**config.mk**
```make
export PLATFORM = sky130hd
export DESIGN_NAME = cache_fill_ctrl
export DESIGN_NICKNAME = d
export VERILOG_FILES = /design/src/rtl/cache_fill_ctrl.sv
export SDC_FILE = /design/constraint.sdc
export NUM_CORES = 1
export LEC_CHECK = 0
export CORE_ASPECT_RATIO = 1.75
export CORE_MARGIN = 2
export CORE_UTILIZATION = 32
export CTS_BUF_LIST = sky130_fd_sc_hd__clkbuf_8
export DETAILED_ROUTE_END_ITERATION = 12
export PLACE_DENSITY = 0.93
export SLEW_MARGIN = 5
export SYNTH_ARGS = -nofsm -noshare
export SYNTH_HDL_FRONTEND = slang
export SYNTH_SLANG_ARGS = --single-unit
```
**constraint.sdc**
```tcl
create_clock -name clk -period 2.1 [get_ports clk]
set_clock_uncertainty 0.15 [all_clocks]
set_input_delay 0.315 -clock clk [delete_from_list [all_inputs] [get_ports clk]]
set_output_delay 0.315 -clock clk [all_outputs]
set_load 0.02 [all_outputs]
```
**src/rtl/cache_fill_ctrl.sv**
```systemverilog
// Miss-handling controller: fetches a block for the I- or D-cache with pipelined word reads,
// streams the words into the cache, writes the tag, and serialises write-through stores.
module cache_fill_ctrl #(
  parameter int WORDS_PER_BLOCK = 8,
  parameter int ADDR_W          = 16
) (
  input  logic              clk,
  input  logic              rst_n,
  input  logic              i_miss,
  input  logic [ADDR_W-1:0] i_miss_addr,
  input  logic              d_miss,
  input  logic [ADDR_W-1:0] d_miss_addr,
  input  logic              d_wr,
  input  logic [ADDR_W-1:0] d_wr_addr,
  input  logic [15:0]       d_wr_data,
  output logic              mem_en,
  output logic              mem_wr,
  output logic [ADDR_W-1:0] mem_addr,
  output logic [15:0]       mem_wdata,
  input  logic              mem_rvalid,
  input  logic [15:0]       mem_rdata,
  output logic              fill_we_i,
  output logic              fill_we_d,
  output logic [2:0]        fill_word,
  output logic [15:0]       fill_data,
  output logic              tag_we_i,
  output logic              tag_we_d,
  output logic [ADDR_W-1:0] fill_base,
  output logic              wr_done,
  output logic              busy
);

  localparam int IDX_W = $clog2(WORDS_PER_BLOCK);
  localparam logic [IDX_W:0] CNT_FULL = (IDX_W+1)'(WORDS_PER_BLOCK);
  localparam logic [IDX_W:0] CNT_LAST = (IDX_W+1)'(WORDS_PER_BLOCK - 1);
  // Byte offset within a block: 2 bytes per word
  localparam logic [ADDR_W-1:0] BLOCK_MASK = ADDR_W'(2 * WORDS_PER_BLOCK - 1);

  typedef enum logic [1:0] {
    IDLE  = 2'd0,
    FILL  = 2'd1,
    WRITE = 2'd2
  } state_t;

  state_t            state_r, stateNext_s;
  logic              reqD_r, reqDNext_s;
  logic [ADDR_W-1:0] fillBase_r, fillBaseNext_s;
  logic [IDX_W:0]    issueCnt_r, issueCntNext_s;
  logic [IDX_W:0]    recvCnt_r, recvCntNext_s;

  // State, requester and counter registers with synchronous active-low reset
  always_ff @(posedge clk) begin
    if (!rst_n) begin
      state_r    <= IDLE;
      reqD_r     <= 1'b0;
      fillBase_r <= '0;
      issueCnt_r <= '0;
      recvCnt_r  <= '0;
    end else begin
      state_r    <= stateNext_s;
      reqD_r     <= reqDNext_s;
      fillBase_r <= fillBaseNext_s;
      issueCnt_r <= issueCntNext_s;
      recvCnt_r  <= recvCntNext_s;
    end
  end

  // Arbitration, fill sequencing and memory/cache strobes
  always_comb begin
    stateNext_s    = state_r;
    reqDNext_s     = reqD_r;
    fillBaseNext_s = fillBase_r;
    issueCntNext_s = issueCnt_r;
    recvCntNext_s  = recvCnt_r;
    mem_en    = 1'b0;
    mem_wr    = 1'b0;
    mem_addr  = '0;
    mem_wdata = 16'h0000;
    fill_we_i = 1'b0;
    fill_we_d = 1'b0;
    fill_word = 3'd0;
    fill_data = 16'h0000;
    tag_we_i  = 1'b0;
    tag_we_d  = 1'b0;
    wr_done   = 1'b0;
    case (state_r)
      IDLE: begin
        issueCntNext_s = '0;
        recvCntNext_s  = '0;
        // Stores first, then D misses (older instruction), then I misses
        if (d_wr) begin
          stateNext_s = WRITE;
        end else if (d_miss) begin
          stateNext_s    = FILL;
          reqDNext_s     = 1'b1;
          fillBaseNext_s = d_miss_addr & ~BLOCK_MASK;
        end else if (i_miss) begin
          stateNext_s    = FILL;
          reqDNext_s     = 1'b0;
          fillBaseNext_s = i_miss_addr & ~BLOCK_MASK;
        end else begin
          stateNext_s = IDLE;
        end
      end
      FILL: begin
        if (issueCnt_r < CNT_FULL) begin
          mem_en         = 1'b1;
          mem_addr       = fillBase_r + ADDR_W'({issueCnt_r, 1'b0});
          issueCntNext_s = issueCnt_r + (IDX_W+1)'(1);
        end else begin
          issueCntNext_s = issueCnt_r;
        end
        if (mem_rvalid) begin
          fill_we_i     = ~reqD_r;
          fill_we_d     = reqD_r;
          fill_word     = 3'(recvCnt_r[IDX_W-1:0]);
          fill_data     = mem_rdata;
          recvCntNext_s = recvCnt_r + (IDX_W+1)'(1);
          if (recvCnt_r == CNT_LAST) begin
            tag_we_i    = ~reqD_r;
            tag_we_d    = reqD_r;
            stateNext_s = IDLE;
          end else begin
            stateNext_s = FILL;
          end
        end else begin
          recvCntNext_s = recvCnt_r;
        end
      end
      WRITE: begin
        mem_en      = 1'b1;
        mem_wr      = 1'b1;
        mem_addr    = d_wr_addr;
        mem_wdata   = d_wr_data;
        wr_done     = 1'b1;
        stateNext_s = IDLE;
      end
      default: begin
        stateNext_s = IDLE;
      end
    endcase
  end

  assign fill_base = fillBase_r;
  assign busy      = (state_r != IDLE);

endmodule

```
==> impl_metrics.py <==
metrics = {
    "worst_setup_path": {
        "family_with_the_most_delay_on_the_worst_path": "buffers and inverters",
        "cp_cell_sequence": "buf_4 > ha_4 > buf_12 > a21oi_2 > o31ai_1 > and3b_1 > buf_4",
        "critPathBufInv": 3,
        "worst_ep_arrival_time_ns": 1.60,
        "cp_slowest_stage_delay_ns": 0.34,
        "cp-start-kind": "flop",
        "crit_required_ns": 1.63,
        "critical_path_class": "flop to output pin",
        "crit_path_top_delay_cell": "sky130_fd_sc_hd__dfxtp_2",
        "total_stage_count_of_the_critical_path": 7,
        "timing.reg2reg.worst_path_depth": 7,
        "critical_path_s_most_frequent_cell": "sky130_fd_sc_hd__buf_4",
        "critical_path.endpoint_type": "output pin",
        "critPathMaxFanout": 13,
    },
    "global_routing": {
        "grt_first_pass_wirelength_um": 10300,
        "gr-usage-all-layers_pct": 21.5,
        "grt_antenna_before_repair": 0,
        "globalRouteOverflowTotal": 0,
        "maximum_number_of_pins_on_one_net_before_global_route_repair": 26,
        "grt_pass1_vias": 2354,
    },
    "cells_and_area": {
        "final_cell_mix": "sky130_fd_sc_hd__clkdlybuf4s50_1 (89), sky130_fd_sc_hd__buf_4 (31), sky130_fd_sc_hd__buf_2 (23)",
        "final_nets": 474,
        "seqCellArea_um2": 463,
        "layout_commonest_cell": "sky130_fd_sc_hd__clkdlybuf4s50_1",
        "stdcell_count": 456,
        "synthToLayoutAreaGrowth_pct": 96.0,
        "drive_gt1_share_pct": 29.8,
        "num-fill-cells": 441,
        "multi_input_area_um2": 1230,
        "insertedDiodeCount": 0,
    },
    "status": {
        "status": "completed",
    },
    "synth": {
        "synth_top_area_cell": "sky130_fd_sc_hd__dfxtp_1",
        "synth.top_cells.by_area": "sky130_fd_sc_hd__dfxtp_1 (26%), sky130_fd_sc_hd__mux2i_1 (7.4%), sky130_fd_sc_hd__a211oi_2 (7.1%)",
        "synth_seq_cells": 23,
        "postSynthAreaPerCell_um2": 8.21,
        "share_of_flip_flops_with_an_asynchronous_set_or_reset_pct": 0,
        "synth-warning-count": 0,
        "synth_sequential_area_ratio_pct": 26.1,
        "synth_area_um2": 1770,
        "synth_enable_flop_cells": 0,
        "synth_top_cell_area_share_pct": 26.1,
        "synth_cells": 215,
        "synth_cell_type_count": 37,
        "most_used_flip_flop_cell_after_synthesis": "sky130_fd_sc_hd__dfxtp_1",
    },
    "die": {
        "die_h_um": 102,
        "floorplan.io_pins": 161,
        "floorplan.die.width_um": 60.1,
        "placeableCoreArea_um2": 5300,
        "die_outline_area_um2": 6150,
        "initial_core_util_pct": 33.3,
        "fp-row-count": 35,
    },
    "clock_network": {
        "path_clk_slew_ns": 0.08,
        "cts_made_buffers": 3,
        "numClockSinks": 23,
        "clk-insertion-delay-late_ns": 0.27,
        "maximum_count_of_clock_buffers_along_a_single_path": 2,
        "clock_tree_from_tritoncts": "yes",
        "holdBufCountCts": 0,
        "clockRootBuffer": "sky130_fd_sc_hd__clkbuf_8",
        "htree_num_levels": 1,
    },
    "route": {
        "vias": 2329,
        "routed_wirelength_um": 7110,
        "postRouteAntennaNets": 0,
        "detailedRoute.firstIterationViolations": 120,
        "remaining_drc_errors": 0,
        "post_drt_wl_per_cell_um": 15.6,
        "detailedRoute.firstPassIterationCount": 4,
        "post_drt_via_cell_ratio": 5.11,
    },
    "place": {
        "dp_hpwl_um": 5440,
        "dp_slack_ns": -0.262,
        "gp_routability_congestion": 0.808,
        "placed_cells": 446,
        "place.port_buffers": 148,
    },
    "worst_hold_path": {
        "hp-class": "flop to flop",
        "worst_hold_path.num_cells": 2,
    },
    "timing": {
        "fin_crit_sh_pct": 98.4,
        "setup_violations": 0,
        "final_hold_viol_count": 0,
        "fmaxAchievable_mhz": 484,
        "final_max_slew_viol_count": 0,
        "finalCriticalPeriod_ns": 2.07,
        "layout_setup_ws_ns": 0.0335,
    },
    "pwr": {
        "power_density_nw_per_um2": 451,
        "leakagePower_nw": 1.55,
        "power.ir.vdd_worst_v": 0.000281,
    },
    "job": {
        "timing.max_cap.violations": 0,
    },
}
==> routing by layer <==
layer / track usage [%] / vias to the layer above / part of all wire, %
met2: 41.6 / 162 / 54
met5: 0 / - / 0
met4: 9.57 / 0 / 2.9
met1: 19.9 / 1048 / 32
met3: 5.57 / 19 / 11
li1: - / 1100 / -
==> layout make-up <==
class	count	share of cell area [%]
timing repair buffer	183	46.3
tap	74	2.68
clock buffer	3	1.19
sequential	23	13.4
inverter	5	0.542
multi-input combinational	167	35.7
clock inverter	1	0.217
==> stage by stage <==
stage / hold WS, ns / area (um^2) / utilization, % / TNS, ns / total power (W)
final: 0.377 / 3460 / 65.3 / 0 / 0.00156
after global routing: 0.422 / 3460 / 65.3 / -0.0334 / 0.00164
after CTS: 0.381 / 3500 / 66.0 / -0.0500 / 0.00154
after detailed placement: 0.371 / 3470 / 65.4 / -4.47 / 0.00126
after global placement: 0.357 / 3470 / 65.4 / -3.58 / 0.00124
after floorplan: 0.299 / 1780 / - / 0 / 0.000853
==> sequential cells by signal, summed over array words and instances (netlist names) <==
register    count
recvCnt_r       4
issueCnt_r      4
fill_base      12
reqD_r          1
state_r         2
==> worst paths after layout <==
kind | from | end | slack [ns]
setup / recovery | state_r[1] | mem_addr[14] | 0.03
hold / removal | issueCnt_r[0] | issueCnt_r[3] | 0.38
setup reg to reg | state_r[1] | recvCnt_r[0] | 0.34
hold reg to reg | issueCnt_r[0] | issueCnt_r[3] | 0.38
==> worst register-to-register path, cell delays in order, from the launching register on <==
cell	delay [ns]
sky130_fd_sc_hd__dfxtp_2	0.35
sky130_fd_sc_hd__inv_2	0.04
sky130_fd_sc_hd__ha_2	0.17
sky130_fd_sc_hd__buf_4	0.15
sky130_fd_sc_hd__buf_4	0.15
sky130_fd_sc_hd__nor2_1	0.33
sky130_fd_sc_hd__nor2_1	0.10
sky130_fd_sc_hd__a211oi_1	0.24
==> cells by family after synthesis <==
logic type / share of synthesized area, %
simple gates: 30.0
compound gates: 24.5
buf+inv: 8.22
flops: 26.1
mux: 7.37
fa+ha+maj: 3.54
other cells: 0.212
==> cells in the mapped netlist, drive strengths merged (2+ instances only) <==
cell type,n
inv,5
a211oi,14
nand4,3
nand3,5
and3,20
nor2b,17
ha,5
nand2,7
clkbuf,10
nand2b,5
nor2,3
mux2i,13
a21oi,20
a22oi,14
o21ai,3
dfxtp,23
and2,20
buf,13
a31oi,2
==> timing repair <==
action,4_1_cts,5_1_grt
gates resized for setup,165,40
buffers inserted,1,2
endpoints found under the setup margin,59,44
hold endpoints to repair,0,0
gates cloned,1,2
==> where the power goes <==
part           total, W  switching (W)  internal (W)
clock network  0.000289       0.000154      0.000134
registers      0.000495      0.0000261      0.000469
logic          0.000777       0.000361      0.000416
total           0.00156       0.000542       0.00102
(Power assumes the default switching activity.)
